File: src/rtl/morse_symbol_timer.sv
// morse_symbol_timer: times keyed marks and silences in Morse units and emits
// one-cycle DIT/DAH/GAP/SPACE codes for the downstream decoder FSM.
module morse_symbol_timer #(
    parameter int UNIT_CYCLES = 4,
    parameter int DAH_UNITS   = 2,
    parameter int GAP_UNITS   = 3,
    parameter int SPACE_UNITS = 7
) (
    input  logic       clk,
    input  logic       reset,
    input  logic       enable,
    input  logic       key_in,
    output logic [2:0] symbol,
    output logic       symbol_valid,
    output logic       mark_overflow
);
    localparam int PW = $clog2(UNIT_CYCLES);
    localparam logic [2:0] WAIT = 3'd0, DIT = 3'd1, DAH = 3'd2, GAP = 3'd3, SPACE = 3'd4;

    typedef enum logic [1:0] {IDLE, MARK, INTRA, LGAP} state_t;

    state_t        state_q, state_d;
    logic [PW-1:0] prescale_q, prescale_d;
    logic [3:0]    elapsed_q, elapsed_d, elapsed_inc;
    logic [2:0]    symbol_q, symbol_d;
    logic          valid_q, ovf_q, ovf_d;
    logic          sync1_q, key_s_q, key_d_q;
    logic          rise, fall, wrap;

    assign rise = key_s_q & ~key_d_q;
    assign fall = ~key_s_q & key_d_q;
    assign wrap = prescale_q == PW'(UNIT_CYCLES - 1);
    // Classification uses the count including this cycle's wrap, so a mark of
    // P clocks measures floor(P/UNIT_CYCLES).
    assign elapsed_inc = (wrap && elapsed_q != 4'hf) ? elapsed_q + 4'd1 : elapsed_q;

    always_comb begin
        state_d    = state_q;
        symbol_d   = WAIT;
        ovf_d      = ovf_q;
        prescale_d = wrap ? '0 : prescale_q + 1'b1;
        elapsed_d  = elapsed_inc;
        if (!enable) begin
            state_d    = IDLE;
            prescale_d = '0;
            elapsed_d  = '0;
        end else begin
            if (state_q == MARK && elapsed_inc == 4'hf) ovf_d = 1'b1;
            if (rise || fall) begin
                prescale_d = '0;
                elapsed_d  = '0;
            end
            if (rise) begin
                state_d = MARK;
            end else if (fall) begin
                if (state_q == MARK) begin
                    symbol_d = (elapsed_inc >= 4'(DAH_UNITS)) ? DAH : DIT;
                    state_d  = INTRA;
                end
            end else if (wrap && state_q == INTRA && elapsed_inc == 4'(GAP_UNITS)) begin
                symbol_d = GAP;
                state_d  = LGAP;
            end else if (wrap && state_q == LGAP && elapsed_inc == 4'(SPACE_UNITS)) begin
                symbol_d = SPACE;
                state_d  = IDLE;
            end
        end
    end

    always_ff @(posedge clk or posedge reset) begin
        if (reset) begin
            state_q    <= IDLE;
            prescale_q <= '0;
            elapsed_q  <= '0;
            symbol_q   <= WAIT;
            valid_q    <= 1'b0;
            ovf_q      <= 1'b0;
            sync1_q    <= 1'b0;
            key_s_q    <= 1'b0;
            key_d_q    <= 1'b0;
        end else begin
            state_q    <= state_d;
            prescale_q <= prescale_d;
            elapsed_q  <= elapsed_d;
            symbol_q   <= symbol_d;
            valid_q    <= symbol_d != WAIT;
            ovf_q      <= ovf_d;
            sync1_q    <= key_in;
            key_s_q    <= sync1_q;
            key_d_q    <= key_s_q;
        end
    end

    assign symbol        = symbol_q;
    assign symbol_valid  = valid_q;
    assign mark_overflow = ovf_q;
endmodule

File: config.mk
export PLATFORM = sky130hd
export DESIGN_NAME = morse_symbol_timer
export DESIGN_NICKNAME = d
export VERILOG_FILES = /design/src/rtl/morse_symbol_timer.sv
export SDC_FILE = /design/constraint.sdc
export NUM_CORES = 1
export LEC_CHECK = 0
export BUFFER_PORTS_ARGS = -buffer_cell sky130_fd_sc_hd__buf_2
export CORE_MARGIN = 2
export CORE_UTILIZATION = 30
export CTS_BUF_LIST = sky130_fd_sc_hd__clkbuf_8 sky130_fd_sc_hd__clkbuf_16
export DETAILED_ROUTE_END_ITERATION = 7
export HOLD_SLACK_MARGIN = 0.03
export SYNTH_ARGS = -nofsm -noshare
export SYNTH_HDL_FRONTEND = slang
export SYNTH_SLANG_ARGS = --single-unit
File: constraint.sdc
create_clock -name clk -period 2.3 [get_ports clk]
set_input_delay 0.23 -clock clk [delete_from_list [all_inputs] [get_ports clk]]
set_output_delay 0.23 -clock clk [all_outputs]
set_load 0.02 [all_outputs]
======== Yosys cells after proc, flatten, opt, wreduce, memory -nomap -nowiden ========
Cells that the tools add are included.
storage, ports and cells
  memories kept ........................... 0
  logic and storage cells ................. 55
  bits in registers ....................... 16
  memory bits (writable) .................. 0
  latch bits .............................. 0
  ROM bits ................................ 0
  output and inout port bits .............. 5
  bits of input ports ..................... 4
cells by class
  multiply operators ...................... 0
  muxes and demuxes ....................... 19
  equality and inequality tests ........... 10
  bitwise gates (word level) .............. 4
  div/mod/pow operators ................... 0
  $add $sub $neg .......................... 2
  shift operators ......................... 0
  magnitude comparators ................... 1
  reduce and logical (&&, ||, !) cells .... 10
operators with widths
  operator               count
  $mux W2                11
  $mux W3                5
  $mux W4                3
  $eq A2 B2 Y1 const B   3
  $logic_and A1 B1 Y1    6
  $ne A5 B1 Y1 const B   1
  $add A4 B1 Y4 const B  1
  $eq A4 B2 Y1 const B   1
  $eq A4 B3 Y1 const B   1
  $eq A4 B4 Y1 const B   1
  $ge A4 B2 Y1 const B   1
  $ne A4 B3 Y1 const B   1
  $ne A4 B4 Y1 const B   1
  $reduce_and A2 Y1      2
  $reduce_bool A3 Y1     1
  $add A2 B1 Y2 const B  1
  $and A1 B1 Y1          2
  $eq A2 B1 Y1 const B   1
  $not A1 Y1             2
  $logic_or A1 B1 Y1     1

======== Depth between registers and ports, before layout ========
  depth after elaboration ................. 11
  mapped depth ............................ 7
  gate-level depth less buffers ........... 7

======== Worst setup path after synthesis ========
OpenSTA, ideal clock, no wires.
  kind .................................... register -> register
  from .................................... register elapsed_q[0]
  to ...................................... register state_q[1]
  setup time .............................. 119 ps
  data required time ...................... 2181 ps
  clock period less this slack ............ 1637 ps
  cell stages (with the launch flop) ...... 7
  buffers on the path ..................... 0
  path slack .............................. 663 ps
  data arrival time ....................... 1518 ps
  path through ............................ dfrtp_1 ha_1 nand3_2 and3_4 mux2_2 nand4_2 a21bo_1
on the way
  longest elaborated chain between the ends .. 9
  elaborated cells on any way between the ends .. 14
  classes of those cells .................. add/sub: 1; eq/ne: 4; mux: 5; reduce/logical: 4
ends and longest elaborated chain
  item                                                                   RTL line  text
  start: declaration                                                     24        logic [3:0] elapsed_q, elapsed_d, elapsed_inc;
  start signal: assignment                                               84        elapsed_q <= elapsed_d;
  parallel branches: the longest is 2 deep, another holds $add A4 B1 Y4  --
  $mux W4 *                                                              35        assign elapsed_inc = (wrap && elapsed_q != 4'hf) ? elapsed_q + 4'd1 : elapsed_q;
  $eq A4 B2 Y1                                                           60        end else if (wrap && state_q == INTRA && elapsed_inc == 4'(GAP_UNITS)) begin
  $logic_and A1 B1 Y1                                                    60
  $mux W2                                                                60
  $mux W2                                                                55        end else if (fall) begin
  $mux W2                                                                53        if (rise) begin
  $mux W2                                                                43        if (!enable) begin
  end signal: assignment                                                 82        state_q <= state_d;
  end: declaration                                                       22        state_t state_q, state_d;
Mark *: on every way between the ends.
A chain may end at the register's enable or synchronous reset.

======== Worst setup path after layout ========
  from .................................... register elapsed_q[0]
  to ...................................... register symbol_q[0], in the netlist symbol[0]
on the way
  longest elaborated chain between the ends .. 9
  elaborated cells on any way between the ends .. 13
  classes of those cells .................. add/sub: 1; order compare: 1; eq/ne: 2; mux: 7; reduce/logical: 2
ends and longest elaborated chain
  item                                                                   RTL line  text
  parallel branches: the longest is 2 deep, another holds $add A4 B1 Y4  --
  $mux W4 *                                                              35
  $ge A4 B2 Y1 or $eq A4 B2 Y1 (tied branches)                           57, 60
  $mux W2 or $logic_and A1 B1 Y1 (tied branches)                         57, 60
  $mux W2 or $mux W3 (tied branches)                                     56, 60
  $mux W3 *                                                              55
  $mux W3 *                                                              53
  $mux W3 *                                                              43
  net symbol_d[0]                                                        25        logic [2:0] symbol_q, symbol_d;
  end signal: assignment                                                 85        symbol_q <= symbol_d;
  end: declaration                                                       25
Mark *: on every way through the listed nets, which the timed path passes.

==> run metrics <==
status=finished, final reports clean; unrepaired setup endpoints after global routing=no; period utilisation layout=79.93%; average wire per standard cell=12.25 microns; vias in the first global route=601; post-CTS setup buffers=0; async set or reset register ratio after synthesis=100.0%; via density per instance=5.138; Final nets=108; Synth Area in Compound Gates=roughly 14%; total grt overflow=0; post-cts resize count=0; largest area contributor in the netlist=dfrtp_1; clk buf depth=2; top post-synthesis cells by area=dfrtp_1 46%, ha_1 5.7%, nand2_1 4.3%, nor2_1 3.4%, nand2b_1 2.9%; largest family of logic cells by synthesized area=simple AND/OR/NAND/NOR gates; post-synthesis mux area share=3.592%; Core Region=about 2800 sq um; Tmin final=1.838 ns; first-pass GRT wire length=2587 microns; share of post-route cells with drive strength above 1=19.19%; die area=3350 sq um; Final setup viols=0; GPL Wtd Cong=0.9350; Worst Skew=0.006290 ns; n_diodes=0; startpoint types=flop; Syn Inst Count=roughly 90; Lkg Pwr=0.0004942 uW; synthesized area per cell=9.785 sq um; syn_nets=97; Hold/Removal Path Class=input pin to async pin; Max-cap violations=0; setup_tns=0 ns; Clock Latency Late Sink=0.24 ns; H-Tree Depth=1; top post-synthesis cells by count=16 x dfrtp_1, 10 x nand2_1, 8 x nor2_1; Core Rows=19; area grow syn2layout=14.37%; initial antenna violation count=0; PwrDens=579.7 nW/um^2; DIE WIDTH=57.88 microns; Post-Synth Simple-Gate Area=between 20% and 30%; Rel. slew slack=60.56%; Worst Tran Pin Value=0.5909 ns; register area share after synthesis=45.98%; Die Ht=57.88 microns; CP Data Required Time=2.42 ns; Fin. Hold Viols=0; clock tree sinks=16; largest fanout on the critical path=7; port bufs=8; Hold-fix buffers, CTS=0; Synth top area share=45.98%; maximum clock frequency=between 0.5 and 0.6 GHz; number of buffers added by the clock tree synthesis step=3; yosys warns=0; Worst IR Drop VDD=0.0003312 V; max-slew violation count=0; CP Data Arrival Time=1.96 ns; Setup Crit Path Kind=flop to flop; final WL=between 1500 and 2000 microns; top_reg_cell synth=dfrtp_1; largest net degree at the start of global routing=17; critical path capture point type=flop; antenna viol nets, final=0; synthesized-area fraction occupied by adder cells=5.747%; post-route cell area=996.0 sq um; TritonCTS clock tree=built; clock slew at reported path FFs=0.06 ns; distinct cell type count after synthesis=35; Initial DRC Count=21; DRC viols=0; Placed Area=940.9 sq um; count leader, synth=dfrtp_1; #FFs+latches synth=16; Detailed Routing Iterations Pass 1=4; # IOs=9; root buf cell=clkbuf_8; fraction of synthesized cell area in xor and xnor cells=1.006%; Vias=668; Netlist Area Pre-Place=870.8 sq um; All-Layer GR Usage=9.977%; EDFF count, synth=0; initial core utilization=between 30% and 40%; DP HPWL=1230 microns
==> registers in the layout (all words and copies together), names as in the netlist <==
register,count
elapsed_q,4
symbol,3
prescale_q,2
state_q,2
key_d_q,1
key_s_q,1
mark_overflow,1
symbol_valid,1
sync1_q,1
==> critical path, stage by stage, from the launching register on <==
cell and delay (ns):
dfrtp_1 0.45, ha_1 0.31, nand3_2 0.14, and3_4 0.21
mux2_2 0.30, a32oi_1 0.25, a21oi_1 0.07
==> cells in the final DEF, fill, tap and decap left out, drive strengths merged <==
| master | netlist | final |
|---|---|---|
| xor2 | 1 | 1 |
| and2 | 1 | 1 |
| nor3 | 2 | 2 |
| a31o | 2 | 2 |
| mux2 | 1 | 1 |
| ha | 4 | 4 |
| a21oi | 4 | 4 |
| nand4 | 3 | 3 |
| a21bo | 2 | 2 |
| o211ai | 1 | 1 |
| o21a | 1 | 1 |
| o21ai | 3 | 3 |
| a32oi | 1 | 1 |
| and3b | 1 | 1 |
| nand2b | 4 | 4 |
| a21boi | 1 | 1 |
| nand3b | 1 | 1 |
| inv | 3 | 3 |
| mux2i | 2 | 2 |
| nand2 | 10 | 10 |
| dfrtp | 16 | 16 |
| nand4b | 1 | 1 |
| nand3 | 4 | 4 |
| a21o | 2 | 2 |
| and3 | 4 | 4 |
| nor2 | 8 | 8 |
| nor2b | 3 | 3 |
| and4 | 1 | 1 |
| buf | 1 | 8 |
| clkbuf | 1 | 4 |
==> power by group <==
| group | internal [uW] | switching, uW | total, uW |
|---|---|---|---|
| Sequential | 290 | 7.24 | 297 |
| Combinational | 15.3 | 25.6 | 40.9 |
| Clock | 151 | 87.8 | 239 |
| Total | 457 | 121 | 577 |
==> routing by layer <==
layer / vias to the layer above / share of wire (%) / GRT usage, %
met1: 316 / 49 / 14.00
met2: 15 / 46 / 15.58
met4: 0 / 0.31 / 3.987
li1: 335 / - / -
met5: - / 0 / 0
met3: 2 / 4.3 / 1.339
==> worst paths after layout <==
check	startpoint	endpoint	slack (ns)	cells past startpoint
min reg2reg	sync1_q$_DFF_PP0_	key_s_q$_DFF_PP0_	0.35	0
max	elapsed_q[0]$_DFF_PP0_	symbol[0]$_DFF_PP0_	0.46	6
min	reset	symbol[0]$_DFF_PP0_	0.04	2
max in group asynchronous	reset	mark_overflow$_DFFE_PP0P_	1.87	2
min in group clk	key_in	sync1_q$_DFF_PP0_	0.10	1
max reg2reg	elapsed_q[0]$_DFF_PP0_	symbol[0]$_DFF_PP0_	0.46	6
==> cell families after synthesis <==
kind of cell             after synthesis
flip-flops                            16
AO/OA/AOI/OAI                         17
multiplexers                           3
buffers and inverters                  5
adder cells (fa/ha/maj)                4
XOR/XNOR                               1
AND/OR/NAND/NOR                       43
==> cell type report <==
| type | count | area (sq um) |
|---|---|---|
| multi-input combinational | 68 | 450.4 |
| inverter | 3 | 11.26 |
| clock buffer | 4 | 55.05 |
| sequential | 16 | 400.4 |
| fill | 279 | 1762 |
| timing repair buffer | 8 | 40.04 |
| tap | 31 | 38.79 |
==> through the flow <==
stage               utilization, %  instances  power [uW]  worst slack, ns  hold WS (ns)
floorplan                        -         89       330.4           0.6631        0.1437
global placement             34.12        126       342.7           0.5073        0.3134
detailed placement           34.12        126       343.3           0.4650        0.3227
CTS                          36.12        130       584.6           0.4594       0.05997
global route                 36.12        130       602.6           0.3316       0.08534
finish                       36.12        130       577.3           0.4617       0.04051
(Power assumes the default switching activity.)
